$ cat config.mk
export PLATFORM = sky130hd
export DESIGN_NAME = keypad_matrix_scanner_flat
export DESIGN_NICKNAME = d
export VERILOG_FILES = /design/src/rtl/keypad_matrix_scanner_if.sv /design/src/rtl/keypad_matrix_scanner.sv /design/src/flat_wrapper.sv
export SDC_FILE = /design/constraint.sdc
export NUM_CORES = 1
export LEC_CHECK = 0
export BUFFER_PORTS_ARGS = -buffer_cell sky130_fd_sc_hd__buf_2
export CAP_MARGIN = 40
export CORE_MARGIN = 4
export CORE_UTILIZATION = 50
export CTS_CLUSTER_SIZE = 28
export DETAILED_ROUTE_END_ITERATION = 10
export MAX_ROUTING_LAYER = met4
export PLACE_DENSITY = 0.79
export SETUP_SLACK_MARGIN = 0.5
export SLEW_MARGIN = 20
export SYNTH_ARGS = -nofsm -noshare
export SYNTH_HDL_FRONTEND = slang
export SYNTH_SLANG_ARGS = --single-unit
$ cat constraint.sdc
create_clock -name clk -period 2.7 [get_ports clk]
set_clock_uncertainty 0.2 [all_clocks]
set_input_delay 0 -clock clk [delete_from_list [all_inputs] [get_ports clk]]
set_output_delay 0 -clock clk [all_outputs]
set_load 0.01 [all_outputs]
$ cat src/rtl/keypad_matrix_scanner_if.sv
// Key-event handshake between keypad_matrix_scanner (master) and the
// mode/control decoder that consumes events (slave).
interface keypad_matrix_scanner_if #(
  parameter int KW = 4
);
  logic          evt_valid;
  logic          evt_ready;
  logic [KW-1:0] evt_key;
  logic          evt_release;

  modport master (output evt_valid, evt_key, evt_release, input evt_ready);
  modport slave  (input evt_valid, evt_key, evt_release, output evt_ready);
endinterface

$ cat src/rtl/keypad_matrix_scanner.sv
// R x C keypad scanner: frame-based debounce, FWFT event FIFO, sticky overflow.
// Define KEYPAD_RELEASE_EVT_EN to also queue release events.
module keypad_matrix_scanner #(
  parameter int ROWS            = 4,
  parameter int COLS            = 4,
  parameter int SETTLE          = 4,
  parameter int DEBOUNCE_FRAMES = 3,
  parameter int FIFO_DEPTH      = 4
) (
  input  logic                    clk,
  input  logic                    reset_n,
  input  logic [COLS-1:0]         col,
  output logic [ROWS-1:0]         row,
  keypad_matrix_scanner_if.master evt,
  output logic                    key_held,
  output logic                    overflow,
  input  logic                    overflow_clr
);
  localparam int RW = $clog2(ROWS);
  localparam int CW = $clog2(COLS);
  localparam int KW = RW + CW;
  localparam int SW = (SETTLE > 1) ? $clog2(SETTLE) : 1;
  localparam int DW = $clog2(DEBOUNCE_FRAMES + 1);
  localparam int AW = $clog2(FIFO_DEPTH);

  // ---------------- scanner ----------------
  logic [SW-1:0] settle_q, settle_d;
  logic [RW-1:0] row_idx_q, row_idx_d;
  logic          sample, frame_end;

  assign sample    = (settle_q == SW'(SETTLE - 1));
  assign frame_end = sample && (row_idx_q == RW'(ROWS - 1));
  assign row       = ~(ROWS'(1) << row_idx_q);

  always_comb begin
    settle_d  = sample ? '0 : settle_q + SW'(1);
    row_idx_d = row_idx_q;
    if (sample)
      row_idx_d = (row_idx_q == RW'(ROWS - 1)) ? '0 : row_idx_q + RW'(1);
  end

  // Lowest pressed column of the row currently being sampled.
  logic          row_hit;
  logic [CW-1:0] hit_col;
  always_comb begin
    row_hit = 1'b0;
    hit_col = '0;
    for (int c = COLS - 1; c >= 0; c--)
      if (!col[c]) begin
        row_hit = 1'b1;
        hit_col = CW'(c);
      end
  end

  // Earlier rows win, so the accumulator only latches the first hit of a frame.
  logic          acc_hit_q;
  logic [KW-1:0] acc_key_q;
  logic          res_hit;
  logic [KW-1:0] res_key;
  assign res_hit = acc_hit_q | row_hit;
  assign res_key = acc_hit_q ? acc_key_q : {row_idx_q, hit_col};

  // ---------------- debounce ----------------
  logic          cand_hit_q, cand_hit_d, stable_hit_q;
  logic [KW-1:0] cand_key_q, cand_key_d, stable_key_q;
  logic [DW-1:0] cnt_q, cnt_d;
  logic          same, stable_chg;

  always_comb begin
    same       = (res_hit == cand_hit_q) && (!res_hit || (res_key == cand_key_q));
    cand_hit_d = res_hit;
    cand_key_d = res_hit ? res_key : '0;   // "none" always carries key 0
    if (!same)                                  cnt_d = DW'(1);
    else if (cnt_q == DW'(DEBOUNCE_FRAMES))     cnt_d = cnt_q;
    else                                        cnt_d = cnt_q + DW'(1);
    stable_chg = frame_end && (cnt_d == DW'(DEBOUNCE_FRAMES)) &&
                 ((cand_hit_d != stable_hit_q) || (cand_key_d != stable_key_q));
  end

  // ---------------- event generation ----------------
  logic          push_vld, push_rel;
  logic [KW-1:0] push_key;
`ifdef KEYPAD_RELEASE_EVT_EN
  // K -> J queues release(K) now and press(J) on the following clock.
  logic          pend_q, pend_d;
  logic [KW-1:0] pend_key_q, pend_key_d;
  always_comb begin
    push_vld   = 1'b0;
    push_rel   = 1'b0;
    push_key   = '0;
    pend_d     = 1'b0;
    pend_key_d = pend_key_q;
    if (pend_q) begin
      push_vld = 1'b1;
      push_key = pend_key_q;
    end
    if (stable_chg) begin
      push_vld = 1'b1;
      if (stable_hit_q) begin
        push_rel = 1'b1;
        push_key = stable_key_q;
        if (cand_hit_d) begin
          pend_d     = 1'b1;
          pend_key_d = cand_key_d;
        end
      end else begin
        push_key = cand_key_d;
      end
    end
  end
  always_ff @(posedge clk or negedge reset_n)
    if (!reset_n) begin
      pend_q     <= 1'b0;
      pend_key_q <= '0;
    end else begin
      pend_q     <= pend_d;
      pend_key_q <= pend_key_d;
    end
`else
  always_comb begin
    push_vld = stable_chg && cand_hit_d;
    push_rel = 1'b0;
    push_key = cand_key_d;
  end
`endif

  // ---------------- FWFT event FIFO ----------------
  logic [KW:0]   mem_q [FIFO_DEPTH];
  logic [AW:0]   wr_q, rd_q;
  logic          empty, full, pop, push_ok, drop;
  logic [KW:0]   head;

  assign empty   = (wr_q == rd_q);
  assign full    = (wr_q[AW] != rd_q[AW]) && (wr_q[AW-1:0] == rd_q[AW-1:0]);
  assign pop     = !empty && evt.evt_ready;
  assign push_ok = push_vld && (!full || pop);
  assign drop    = push_vld && full && !pop;
  assign head    = mem_q[rd_q[AW-1:0]];

  assign evt.evt_valid   = !empty;
  assign evt.evt_key     = empty ? '0 : head[KW-1:0];
  assign evt.evt_release = !empty && head[KW];
  assign key_held        = stable_hit_q;

  always_ff @(posedge clk)
    if (push_ok) mem_q[wr_q[AW-1:0]] <= {push_rel, push_key};

  // ---------------- state registers ----------------
  logic overflow_q, overflow_d;
  assign overflow_d = drop ? 1'b1 : (overflow_clr ? 1'b0 : overflow_q);
  assign overflow   = overflow_q;

  always_ff @(posedge clk or negedge reset_n)
    if (!reset_n) begin
      settle_q     <= '0;
      row_idx_q    <= '0;
      acc_hit_q    <= 1'b0;
      acc_key_q    <= '0;
      cand_hit_q   <= 1'b0;
      cand_key_q   <= '0;
      cnt_q        <= '0;
      stable_hit_q <= 1'b0;
      stable_key_q <= '0;
      wr_q         <= '0;
      rd_q         <= '0;
      overflow_q   <= 1'b0;
    end else begin
      settle_q   <= settle_d;
      row_idx_q  <= row_idx_d;
      overflow_q <= overflow_d;
      if (sample) begin
        if (frame_end) begin
          acc_hit_q  <= 1'b0;
          acc_key_q  <= '0;
          cand_hit_q <= cand_hit_d;
          cand_key_q <= cand_key_d;
          cnt_q      <= cnt_d;
        end else if (!acc_hit_q && row_hit) begin
          acc_hit_q <= 1'b1;
          acc_key_q <= {row_idx_q, hit_col};
        end
      end
      if (stable_chg) begin
        stable_hit_q <= cand_hit_d;
        stable_key_q <= cand_key_d;
      end
      if (push_ok) wr_q <= wr_q + (AW+1)'(1);
      if (pop)     rd_q <= rd_q + (AW+1)'(1);
    end
endmodule

$ cat src/flat_wrapper.sv
// flat-port wrapper written by rule: the top's interface ports become plain ports
module keypad_matrix_scanner_flat 
#(
  parameter int ROWS            = 4,
  parameter int COLS            = 4,
  parameter int SETTLE          = 4,
  parameter int DEBOUNCE_FRAMES = 3,
  parameter int FIFO_DEPTH      = 4
)
  (clk, reset_n, col, row, key_held, overflow, overflow_clr, evt_evt_valid, evt_evt_key, evt_evt_release, evt_evt_ready);
  keypad_matrix_scanner_if #(.KW(4)) evt_i ();
  input  logic clk;
  input  logic reset_n;
  input  logic [COLS-1:0] col;
  output logic [ROWS-1:0] row;
  output logic key_held;
  output logic overflow;
  input  logic overflow_clr;
  output wire logic [$bits(evt_i.evt_valid)-1:0] evt_evt_valid;
  output wire logic [$bits(evt_i.evt_key)-1:0] evt_evt_key;
  output wire logic [$bits(evt_i.evt_release)-1:0] evt_evt_release;
  input wire logic [$bits(evt_i.evt_ready)-1:0] evt_evt_ready;
  assign evt_evt_valid = evt_i.evt_valid;
  assign evt_evt_key = evt_i.evt_key;
  assign evt_evt_release = evt_i.evt_release;
  assign evt_i.evt_ready = evt_evt_ready;
  keypad_matrix_scanner #(.ROWS(ROWS), .COLS(COLS), .SETTLE(SETTLE), .DEBOUNCE_FRAMES(DEBOUNCE_FRAMES), .FIFO_DEPTH(FIFO_DEPTH)) u_core (.clk(clk), .reset_n(reset_n), .col(col), .row(row), .evt(evt_i), .key_held(key_held), .overflow(overflow), .overflow_clr(overflow_clr));
endmodule
==> After elaboration in Yosys (flattened, before gate mapping) <==
Memories as Yosys holds them, arrays and structs flattened.
Index checks and enable logic that the tools add are counted.
W data, S select, Z words.
{ "word_totals": {"ff_bits": 28, "input_bits": 8, "out_inout_bits": 12, "word_cells": 79, "mem_count": 1, "ram_bits": 16} }
{ "memory_table": {"columns": ["name", "words", "width", "read_ports", "rd_clocked_by_memory_dff", "wr", "line_no", "source"], "rows": [
  ["u_core.mem_q", 4, 4, 1, 0, 1, "keypad_matrix_scanner.sv:128", "logic [KW:0] mem_q [FIFO_DEPTH];"]
]} }
{ "classes": {"shifts": 1, "addsub": 5, "n_mux": 23, "n_bitwise": 2, "n_eq_ne": 11, "n_reduce_logical": 24} }
{ "ops": {"columns": ["cell", "n"], "rows": [
  ["$mux W4", 5],
  ["$mux W2", 8],
  ["$logic_and A1 B1 Y1", 11],
  ["$mux W1", 10],
  ["$eq A2 B2 Y1 const B", 4],
  ["$add A2 B1 Y2 const B", 3],
  ["$add A3 B1 Y3 const B", 2],
  ["$logic_not A1 Y1", 5],
  ["$eq A4 B4 Y1", 1],
  ["$ne A4 B4 Y1", 1],
  ["$not A4 Y4", 1],
  ["$reduce_and A2 Y1", 2],
  ["$reduce_bool A2 Y1", 2],
  ["$shl A1 B2 Y4 const A", 1],
  ["$eq A3 B3 Y1", 1],
  ["$logic_or A1 B1 Y1", 3],
  ["$eq A2 B2 Y1", 1],
  ["$ne A1 B1 Y1", 2],
  ["$eq A1 B1 Y1", 1],
  ["$logic_and A1 B1 Y1 const B", 1],
  ["$or A1 B1 Y1", 1]
]} }

==> Longest topological paths before layout <==
Gate-level depths: netlist of run 1.
{ "depth": {"depth_word": 16, "mapped_depth": 9, "depth_no_buf": 6} }

==> Worst setup path after synthesis of run 1 <==
Ideal clock, no wire load.
{ "synth_timing": {"kind": "register to register", "from": "register u_core.acc_hit_q", "to": "memory u_core.mem_q[0][0] (netlist bit) (enable)", "path_stages_with_launch": 9, "setup_ns": 0.309, "setup_slack_ns": 0.160, "arrival_ns": 2.031, "path_cell_list": "dfrtp_1 buf_6 mux2i_4 xnor2_1 a2111o_1 o31ai_4 and3_1 buf_6 and3_1"} }
{ "synth_via": {"elab_chain_cells": 12, "elab_cells_between_ends": 19, "cone_classes": "5 x eq/ne; 5 x mux; 1 x bitwise; 8 x reduce/logical"} }
{ "synth_rtl": {"columns": ["element", "line_no", "source"], "rows": [
  ["from (decl)", "keypad_matrix_scanner.sv:56", "logic acc_hit_q;"],
  ["from (signal assigned)", "keypad_matrix_scanner.sv:157", "acc_hit_q <= 1'b0;"],
  ["from (signal assigned)", "keypad_matrix_scanner.sv:173", "acc_hit_q <= 1'b0;"],
  ["from (signal assigned)", "keypad_matrix_scanner.sv:179", "acc_hit_q <= 1'b1;"],
  ["$mux W4 or $or A1 B1 Y1 (tied branches)", "keypad_matrix_scanner.sv:61, keypad_matrix_scanner.sv:60", null],
  ["$eq A4 B4 Y1 or $logic_not A1 Y1 (tied branches)", "keypad_matrix_scanner.sv:70", "same = (res_hit == cand_hit_q) && (!res_hit || (res_key == cand_key_q));"],
  ["$logic_or A1 B1 Y1", "keypad_matrix_scanner.sv:70", null],
  ["$logic_and A1 B1 Y1", "keypad_matrix_scanner.sv:70", null],
  ["$mux W2", "keypad_matrix_scanner.sv:73", "if (!same) cnt_d = DW'(1);"],
  ["$eq A2 B2 Y1", "keypad_matrix_scanner.sv:76", "stable_chg = frame_end && (cnt_d == DW'(DEBOUNCE_FRAMES)) &&"],
  ["$logic_and A1 B1 Y1 (2 in series)", "keypad_matrix_scanner.sv:76", null],
  ["$logic_and A1 B1 Y1 (*)", "keypad_matrix_scanner.sv:121", "push_vld = stable_chg && cand_hit_d;"],
  ["$logic_and A1 B1 Y1 (*)", "keypad_matrix_scanner.sv:136", "assign push_ok = push_vld && (!full || pop);"],
  ["$mux W1 (*)", "keypad_matrix_scanner.sv:146", "if (push_ok) mem_q[wr_q[AW-1:0]] <= {push_rel, push_key};"],
  ["$mux W1 (not written as such) (*)", "keypad_matrix_scanner.sv:146", null],
  ["to (decl)", "keypad_matrix_scanner.sv:128", null]
]} }
Every way passes the cells marked *; elsewhere a longest branch is shown, timed or not.

==> Final worst setup path of run 1 <==
{ "layout_timing": {"from": "register u_core.acc_hit_q", "to": "register u_core.stable_hit_q, in the netlist u_core.key_held"} }
{ "layout_via": {"elab_chain_cells": 8, "elab_cells_between_ends": 15, "cone_classes": "5 x eq/ne; 3 x mux; 1 x bitwise; 6 x reduce/logical"} }
{ "layout_rtl": {"columns": ["element", "line_no", "source"], "rows": [
  ["$mux W4 or $or A1 B1 Y1 (tied branches)", "keypad_matrix_scanner.sv:61, keypad_matrix_scanner.sv:60", null],
  ["$eq A4 B4 Y1 or $logic_not A1 Y1 (tied branches)", "keypad_matrix_scanner.sv:70", null],
  ["$logic_or A1 B1 Y1", "keypad_matrix_scanner.sv:70", null],
  ["$logic_and A1 B1 Y1", "keypad_matrix_scanner.sv:70", null],
  ["$mux W2", "keypad_matrix_scanner.sv:73", null],
  ["$eq A2 B2 Y1", "keypad_matrix_scanner.sv:76", null],
  ["$logic_and A1 B1 Y1 (2 in series)", "keypad_matrix_scanner.sv:76", null],
  ["to (signal assigned)", "keypad_matrix_scanner.sv:184", "stable_hit_q <= cand_hit_d;"],
  ["to (decl)", "keypad_matrix_scanner.sv:64", "logic cand_hit_q, cand_hit_d, stable_hit_q;"]
]} }
Several ways; a longest one is shown, not always the timed one.
A chain may end at the register's enable or synchronous reset.

==> results.toml, run 1 <==
[status]
outcome = "finished clean"

[cells_and_area]
fin_cells = 289
commonest_non_fill_non_tap_cell_in_the_layout = "dfrtp_1"
layout_stage_area_growth_over_the_synthesis_result_pct = 24.9
final_nets = 254
antenna_cells = 0
leading_cell_types_in_the_layout_fill_and_taps_excluded = "dfrtp_1 (27), nand2_1 (19), buf_2 (18), inv_1 (16), edfxtp_1 (16)"
share_of_post_route_cells_with_drive_strength_above_1 = 0.300
final_core_util = 0.652

[pwr]
p_sw_frac = 0.256
pwr-share-comb = 0.214
share_seq_of_total_power = 0.421
intPower_mw = 1.41
power_density_nw_per_um2 = 662
p_clk_frac = 0.365
worst_ir_drop_vdd_uv = 430
p_sw_mw = 0.485
leakage_nw = 1.26

[yosys]
synth.largest_area_cell = "dfrtp_1"
ys_dominant_reg_cell = "dfrtp_1"
synth-edff-count = 16
synth-seq-cells = 44
synth_cell_types = 44
synth_top_area_frac = 0.306
synth_sequential_area_ratio = 0.516
syn_inst = 194
synth_area_leaders = "dfrtp_1 (31%), edfxtp_1 (21%), ha_1 (5.5%)"
synth.avg_cell_area_um2 = 11.8
synth-warning-count = 0
synth-async-reset-ratio = 0.636
synthesis.area_um2 = 2290
synth.net_count = 212

[floorplan]
die_height_um = 75.7
coreArea_um2 = 4380
rows = 24
num_io_pins = 20
die_span_x_um = 75.7
fp.dieArea_um2 = 5730
floorplan.initialDensity = 0.522

[critical_path]
crit_top_cell = "buf_6"
max_stage_delay_ps = 420
start_kind = "flop"
cp_max_fo = 3
cp_num_buf_inv = 5
crit_path_top_delay_cell = "dfrtp_1"
cp_top_family = "compound AO/OA/AOI/OAI gates"
worstSetupEndpointType = "flop"
crit_path_cell_chain = "buf_6 -> mux2i_4 -> xnor2_2 -> a2111o_1 -> o31ai_4 -> buf_4 -> buf_6 -> buf_4 -> buf_6 -> a31oi_1 -> a21oi_1"
timing.setup.critical_path_class = "flop to flop"
cp.arrival_ps = 2520
data_required_critical_path_ps = 2710

[place]
port_buffers = 18
placement.setup.worst_slack_ps = -6.35
dpl.cell_count = 266
dp.final_hpwl_um = 3230
finalWeightedCongestion = 0.879

[timing]
timing_worst_slew_pin_value_ps = 655
fin_setup_tns_ps = 0
setup_viol_count_final = 0
timing.max_slew.rel_slack = 0.563
final.period_utilization = 0.930
finalWorstPathRequiredPeriod_ps = 2510
timing.final.ws_setup_ps = 190
maxSlewViolCount = 0
max_clock_freq_ghz = 0.398
hold_viol = 0
rsz0062_at_grt = "yes"

[grt]
wire_length_of_the_first_global_routing_pass_um = 7580
globalRoute.busiestLayer = "met2"
overflow = 0
grt_max_degree = 29
grt_use_met3 = 0.0396
track_usage = 0.185
first_global_vias = 1576
grt.met2_usage = 0.303
use_met1 = 0.230
grt_antenna_before_repair = 0

[clocking]
clkSlewWorstSetupHoldPaths_ps = 80
clk-insertion-delay-late_ps = 300
htree_levels = 2
ctsRootBufferMaster = "clkbuf_8"
cts_sinks = 44
clock_buffer_count_from_cts = 5
number_of_buffers_on_the_longest_clock_path = 2
tritoncts = "built"

[route]
dr_total_vias = 1611
drc_errors = 0
initialDrtViolationCount = 92
route.detailed.vias_per_inst = 5.57
antenna_violating_nets_post_route = 0
wirelength_um = 4810
wire_per_inst_um = 16.6
number_of_search_and_repair_iterations_in_the_first_detailed_routing_pass = 4

[min_path]
min_delay_worst_type = "primary input to flop"

[run]
max-cap-violations = 0
==> power by group through the flow <==
stage | registers (mW) | logic [mW] | clock network (mW)
after floorplan | 0.771 | 0.283 | 0
after detailed placement | 0.809 | 0.373 | 0
after global routing | 0.805 | 0.454 | 0.738
after global placement | 0.805 | 0.362 | 0
after CTS | 0.796 | 0.398 | 0.697
final | 0.797 | 0.406 | 0.691
==> flip-flops by register name, indices dropped and copies added (netlist names), 3 cells and up <==
register,cells
u_core.rd_q,3
u_core.wr_q,3
u_core.cand_key_q,4
u_core.stable_key_q,4
u_core.acc_key_q,4
u_core.mem_q,16
==> layer usage <==
| layer | up-vias | wire length (µm) |
|---|---|---|
| li1 | 761 | - |
| met1 | 803 | 2040 |
| met2 | 37 | 2510 |
| met3 | 10 | 165 |
| met4 | 0 | 91 |
| met5 | - | 0 |
==> worst min-delay path: stages <==
cell and delay (ps):
buf_2 140, a21oi_1 70, o21ai_0 150, a32o_1 120
==> final cells by class <==
cell class                      count  area, µm²
Fill cell                         311       1520
Sequential cell                    44       1180
Multi-Input combinational cell    123       1060
Timing Repair Buffer               45        333
Clock inverter                      3       90.1
Clock buffer                        5       68.8
Tap cell                           52       65.1
Inverter                           17       63.8
==> what timing repair did <==
item,CTS,global route
buffers inserted,6,2
resized for setup,12,5
hold endpoints to repair,35,0
endpoints found under the setup margin,26,28
pin swaps,5,2
hold buffers,7,0
==> stage by stage <==
stage	hold WS, ps	area [µm²]	total power, mW
after floorplan	-496	2300	1.05
after global placement	-151	2490	1.17
after detailed placement	-143	2490	1.18
after CTS	6.96	2820	1.89
after global routing	55.9	2860	2.00
final	11.4	2860	1.89
==> final timing paths <==
check | slack, ps | cells after the start | start | to
max | 190 | 11 | u_core.acc_hit_q | u_core.key_held
min | 10 | 4 | col[1] | u_core.acc_key_q[1]
max reg2reg | 190 | 11 | u_core.acc_hit_q | u_core.key_held
min reg2reg | 230 | 1 | u_core.settle_q[0] | u_core.settle_q[0]
max in group asynchronous | 1790 | 2 | reset_n | u_core.rd_q[0]
min in group asynchronous | 50 | 2 | reset_n | u_core.rd_q[1]
==> cells in the mapped netlist, types with 3 or more instances <==
cell / number
and3_1: 4
clkbuf_1: 5
nand4_1: 3
mux4_2: 4
edfxtp_1: 16
nand2_1: 19
a21oi_1: 7
xnor2_1: 12
dfrtp_1: 28
o21ai_0: 7
mux2_4: 4
ha_1: 10
nand3_1: 3
nor2b_1: 5
a22o_1: 3
inv_1: 17
nor2_1: 9
==> cell families after synthesis <==
group | after synthesis | share of synthesized area
adders and majority gates | 10 | 0.0546
buffers and inverters | 27 | 0.0536
and+or+nand+nor | 50 | 0.105
other | 1 | 0.00164
muxes | 14 | 0.104
DFF | 44 | 0.516
xor gates and xnor gates | 14 | 0.0536
AOI/OAI and AO/OA | 34 | 0.111
No activity file was read; power rests on OpenSTA's default activity.
==> run 2: changes to the inputs <==
- BUFFER_PORTS_ARGS: -buffer_cell sky130_fd_sc_hd__buf_2 -> -buffer_cell sky130_fd_sc_hd__buf_4
- CTS_CLUSTER_DIAMETER: not set -> 80
==> run 2 against run 1 <==
  * Non-clock buffer count grew 2
  * Design area up 2.1%
  * Clock power is 27% lower
  * Maximum frequency increased by 1.7%
  * Worst setup slack improved by 43 ps
  * Largest cell class unchanged
  * Sequential share of layout area shrank 0.85 points
  * Core utilization grew 1.4 points
  * Wire length decreased by 2.1%
==> results.toml, run 2 (synthesis results as in run 1) <==
[floorplan]
fp.dieArea_um2 = 5730
num_io_pins = 20
floorplan.initialDensity = 0.522
rows = 24
coreArea_um2 = 4380
die_height_um = 75.7
die_span_x_um = 75.7

[timing]
final.period_utilization = 0.914
max_clock_freq_ghz = 0.405
setup_viol_count_final = 0
finalWorstPathRequiredPeriod_ps = 2470
rsz0062_at_grt = "yes"
maxSlewViolCount = 0
hold_viol = 0

[critical_path]
worstSetupEndpointType = "flop"
critical_path.reg2reg.endpoint = "u_core.stable_key_q[1]"
r2r-start = "u_core.acc_hit_q"
cp_max_fo = 5
r2r_setup_slack_ps = 230
start_kind = "flop"
data_required_critical_path_ps = 2680
crit_startpoint = "u_core.acc_hit_q"
cp.arrival_ps = 2450
worstSetupEndpoint = "u_core.stable_key_q[1]"
timing.setup.critical_path_class = "flop to flop"
worst-r2r-cell-count = 9

[cells_and_area]
final_nets = 256
antenna_cells = 0
leading_cell_types_in_the_layout_fill_and_taps_excluded = "buf_4 (33), dfrtp_1 (27), nand2_1 (19), inv_1 (16), edfxtp_1 (16)"
commonest_non_fill_non_tap_cell_in_the_layout = "buf_4"
share_of_post_route_cells_with_drive_strength_above_1 = 0.318
flip_flop_count_of_the_largest_register_after_layout = 16
final_core_util = 0.666
final.fill_count = 313
layout_stage_area_growth_over_the_synthesis_result_pct = 27.5

[clocking]
clk-insertion-delay-late_ps = 300
clock_buffer_count_from_cts = 5
htree_levels = 2
cts_sinks = 44
clkSlewWorstSetupHoldPaths_ps = 80
tritoncts = "built"
ctsRootBufferMaster = "clkbuf_8"
number_of_buffers_on_the_longest_clock_path = 2

[grt]
overflow = 0
wire_length_of_the_first_global_routing_pass_um = 7580
first_global_vias = 1598
grt_antenna_before_repair = 0
grt_max_degree = 29
track_usage = 0.184

[status]
outcome = "finished clean"

[min_path]
min_from = "col[1]"
min_delay_worst_type = "primary input to flop"

[place]
port_buffers = 18
finalWeightedCongestion = 0.862
dp.final_hpwl_um = 3210

[run]
max-cap-violations = 0

[route]
wirelength_um = 4710
route.detailed.vias_per_inst = 5.47
dr_total_vias = 1593
initialDrtViolationCount = 84
wire_per_inst_um = 16.2
drc_errors = 0
number_of_search_and_repair_iterations_in_the_first_detailed_routing_pass = 4
antenna_violating_nets_post_route = 0

[pwr]
power_density_nw_per_um2 = 600
worst_ir_drop_vdd_uv = 344
leakage_nw = 1.27
total_power_mw = 1.75
run 2: worst max-delay path, stage by stage (launching register included):
cell and delay, ps:
dfrtp_2 460, buf_12 140, mux2i_4 180, buf_4 170, a22oi_1 210, o32ai_2 130, o221ai_2 200, and3_4 250
buf_6 130, mux2_4 290
run 2: cell type report:
cell class,instances,area [µm²],area share
inverters,17,63.8,0.0219
clock buffers,5,68.8,0.0236
well taps,52,65.1,0.0223
repair buffers,47,413,0.141
multi-input cells,123,1080,0.371
flip-flops and latches,44,1180,0.405
clock inverters,3,42.5,0.0146
run 2: through the flow:
step                      setup WS, ps  hold slack, ps  setup TNS (ps)  instance area, µm²  instances
after floorplan                    200            -496               0                2300        194
after global placement            37.2            -264               0                2540        266
after detailed placement          -102            -263            -817                2540        266
after CTS                          299            27.5               0                2840        289
after global routing               167            82.8               0                2920        291
final                              233            32.5               0                2920        291
run 2: how the worst min path moves through the flow:
stage                           end  slack [ps]  depth (start not counted)
4_1_cts         u_core.acc_key_q[1]          30                          4
3_3_place_gp         u_core.rd_q[0]        -260                          1
5_1_grt        u_core.cand_key_q[0]          80                          5
2_1_floorplan      u_core.acc_hit_q        -500                          0
6_report        u_core.acc_key_q[1]          30                          4
3_5_place_dp         u_core.rd_q[0]        -260                          1
run 2: power by group:
part / internal [mW] / total, mW / switching, mW
logic: 0.265 / 0.457 / 0.192
clock network: 0.274 / 0.501 / 0.227
registers: 0.725 / 0.795 / 0.0708
run 2: repair_timing:
action                     4_1_cts  5_1_grt
resized for setup               11        8
buffers inserted                 6        2
hold endpoints to repair        35        0
hold buffers                     9        0
setup endpoints to repair       27       28
pin swaps                        3        2
cloned                           0        0
run 2: metal layers:
metal  vias to the layer above  global-route usage  part of all wire
li1                        769                   -                 -
met1                       779               0.228              0.42
met2                        41               0.302              0.52
met3                         4              0.0422             0.050
met4                         0              0.0505            0.0076
met5                         -                   -                 0
==> run 3: changes to the inputs <==
- BUFFER_PORTS_ARGS: -buffer_cell sky130_fd_sc_hd__buf_4 -> not set
- CORE_UTILIZATION: 50 -> 36
- DONT_BUFFER_PORTS: not set -> 1
- PLACE_DENSITY: 0.79 -> not set
- PLACE_DENSITY_LB_ADDON: not set -> 0.3
==> run 3 against run 2 <==
  * First-iteration DRC count is 24% lower
  * Final cell count is 1.7% higher
  * Die area is 34% higher
  * Core utilization is 21 points lower
  * Combinational power is 25% lower
  * Sequential power hardly changed
  * Largest power group unchanged
  * Wire length is 1.1% lower
  * Flip-flop and latch count stayed put
  * Maximum frequency is 1.9% higher
==> results.toml, run 3 (synthesis results as in run 1) <==
[route]
drc_errors = 0
dr_total_vias = 1523
number_of_search_and_repair_iterations_in_the_first_detailed_routing_pass = 4
initialDrtViolationCount = 64
route.detailed.vias_per_inst = 5.15
antenna_violating_nets_post_route = 0
wirelength_um = 4660
wire_per_inst_um = 15.7

[clocking]
ctsRootBufferMaster = "clkbuf_8"
clk-insertion-delay-late_ps = 300
tritoncts = "built"
htree_levels = 2
cts_sinks = 44
clock_buffer_count_from_cts = 5
number_of_buffers_on_the_longest_clock_path = 2
clkSlewWorstSetupHoldPaths_ps = 80

[critical_path]
cp_max_fo = 5
max_stage_delay_ps = 410
cp.arrival_ps = 2410
crit_path_cell_chain = "buf_6 -> mux2i_4 -> xnor2_1 -> a2111o_1 -> o31ai_4 -> and3_4 -> buf_12 -> mux2_4"
data_required_critical_path_ps = 2690
timing.setup.critical_path_class = "flop to flop"
start_kind = "flop"
worstSetupEndpointType = "flop"
crit_path_top_delay_cell = "dfrtp_1"

[grt]
grt_max_degree = 29
wire_length_of_the_first_global_routing_pass_um = 7750
grt_antenna_before_repair = 0
overflow = 0
track_usage = 0.137
first_global_vias = 1535

[floorplan]
fp.dieArea_um2 = 7700
die_span_x_um = 87.8
num_io_pins = 20
die_height_um = 87.8
rows = 28
coreArea_um2 = 6060
floorplan.initialDensity = 0.378

[cells_and_area]
leading_cell_types_in_the_layout_fill_and_taps_excluded = "dfrtp_1 (28), nand2_1 (19), inv_1 (16), edfxtp_1 (16), buf_4 (14)"
share_of_post_route_cells_with_drive_strength_above_1 = 0.217
final_nets = 238
final_core_util = 0.452
antenna_cells = 0
commonest_non_fill_non_tap_cell_in_the_layout = "dfrtp_1"
flip_flop_count_of_the_largest_register_after_layout = 16
final_area_um2 = 2740
layout_stage_area_growth_over_the_synthesis_result_pct = 19.6
fin_cells = 296

[pwr]
power_density_nw_per_um2 = 561
leakage_nw = 1.16
worst_ir_drop_vdd_uv = 478
total_power_mw = 1.54

[timing]
setup_viol_count_final = 0
rsz0062_at_grt = "yes"
fin_setup_tns_ps = 0
max_clock_freq_ghz = 0.413
timing.max_slew.rel_slack = 0.669
maxSlewViolCount = 0
hold_viol = 0
final.period_utilization = 0.897
timing_worst_slew_pin_value_ps = 495
finalWorstPathRequiredPeriod_ps = 2420

[place]
finalWeightedCongestion = 0.792
dp.final_hpwl_um = 3430
dpl.cell_count = 274
port_buffers = 0
detailed_place.area_um2 = 2460

[run]
max-cap-violations = 0

[status]
outcome = "finished clean"

[min_path]
min_delay_worst_type = "primary input to flop"
run 3: changes by cell type in the layout (fill, tap and decap cells not counted), sizes merged:
cell	delta
buf	-19
clkbuf	+1
dlygate4sd3	+1
bufinv	-1
run 3: critical path: cells and delay by family, from the launching register on:
kind / cells / cell delay [ps]
xor+xnor: 1 / 130
mux: 2 / 470
buf+inv: 2 / 250
flops: 1 / 410
compound gates: 2 / 580
simple gates: 1 / 260
run 3: metrics by stage:
stage                     worst slack, ps  hold slack [ps]
after detailed placement              131             -494
after global placement                183             -494
after global routing                  204             23.8
after floorplan                       200             -496
final                                 279             12.0
after CTS                             262             6.93
run 3: final timing paths:
| check | endpoint | startpoint | cells past startpoint | slack [ps] |
|---|---|---|---|---|
| worst max-delay path | u_core.stable_key_q[1] | u_core.acc_hit_q | 8 | 280 |
| worst min-delay path | u_core.acc_key_q[1] | col[2] | 3 | 10 |
| worst max register to register | u_core.stable_key_q[1] | u_core.acc_hit_q | 8 | 280 |
| worst min register to register | u_core.settle_q[0] | u_core.settle_q[0] | 1 | 230 |
| max in group asynchronous | u_core.cand_key_q[3] | reset_n | 3 | 2090 |
| min in group asynchronous | u_core.rd_q[0] | reset_n | 3 | 30 |
run 3: cell type report:
class / count / area (µm²)
fill: 571 / 3320
sequential: 44 / 1180
multi-input combinational: 123 / 1020
timing repair buffer: 29 / 289
tap: 75 / 93.8
clock buffer: 6 / 72.6
inverter: 17 / 63.8
clock inverter: 2 / 12.5
run 3: where the power goes:
group	total [mW]	switching, mW	internal, mW
clock	0.401	0.220	0.181
sequential	0.795	0.0699	0.725
combinational	0.341	0.165	0.176
run 3: per-layer routing:
| metal | GRT usage | routed length (µm) | vias to the layer above |
|---|---|---|---|
| met4 | 0.0460 | 54 | 0 |
| met1 | 0.170 | 2130 | 760 |
| met2 | 0.225 | 2280 | 28 |
| met5 | - | 0 | - |
| li1 | - | - | 731 |
| met3 | 0.0263 | 191 | 4 |
run 3: repair_timing:
action,in CTS,in global routing
pin swaps,4,4
resized for setup,7,2
hold endpoints to repair,40,0
cloned,0,0
buffers inserted,3,0
setup endpoints to repair,25,27
hold buffers,11,0
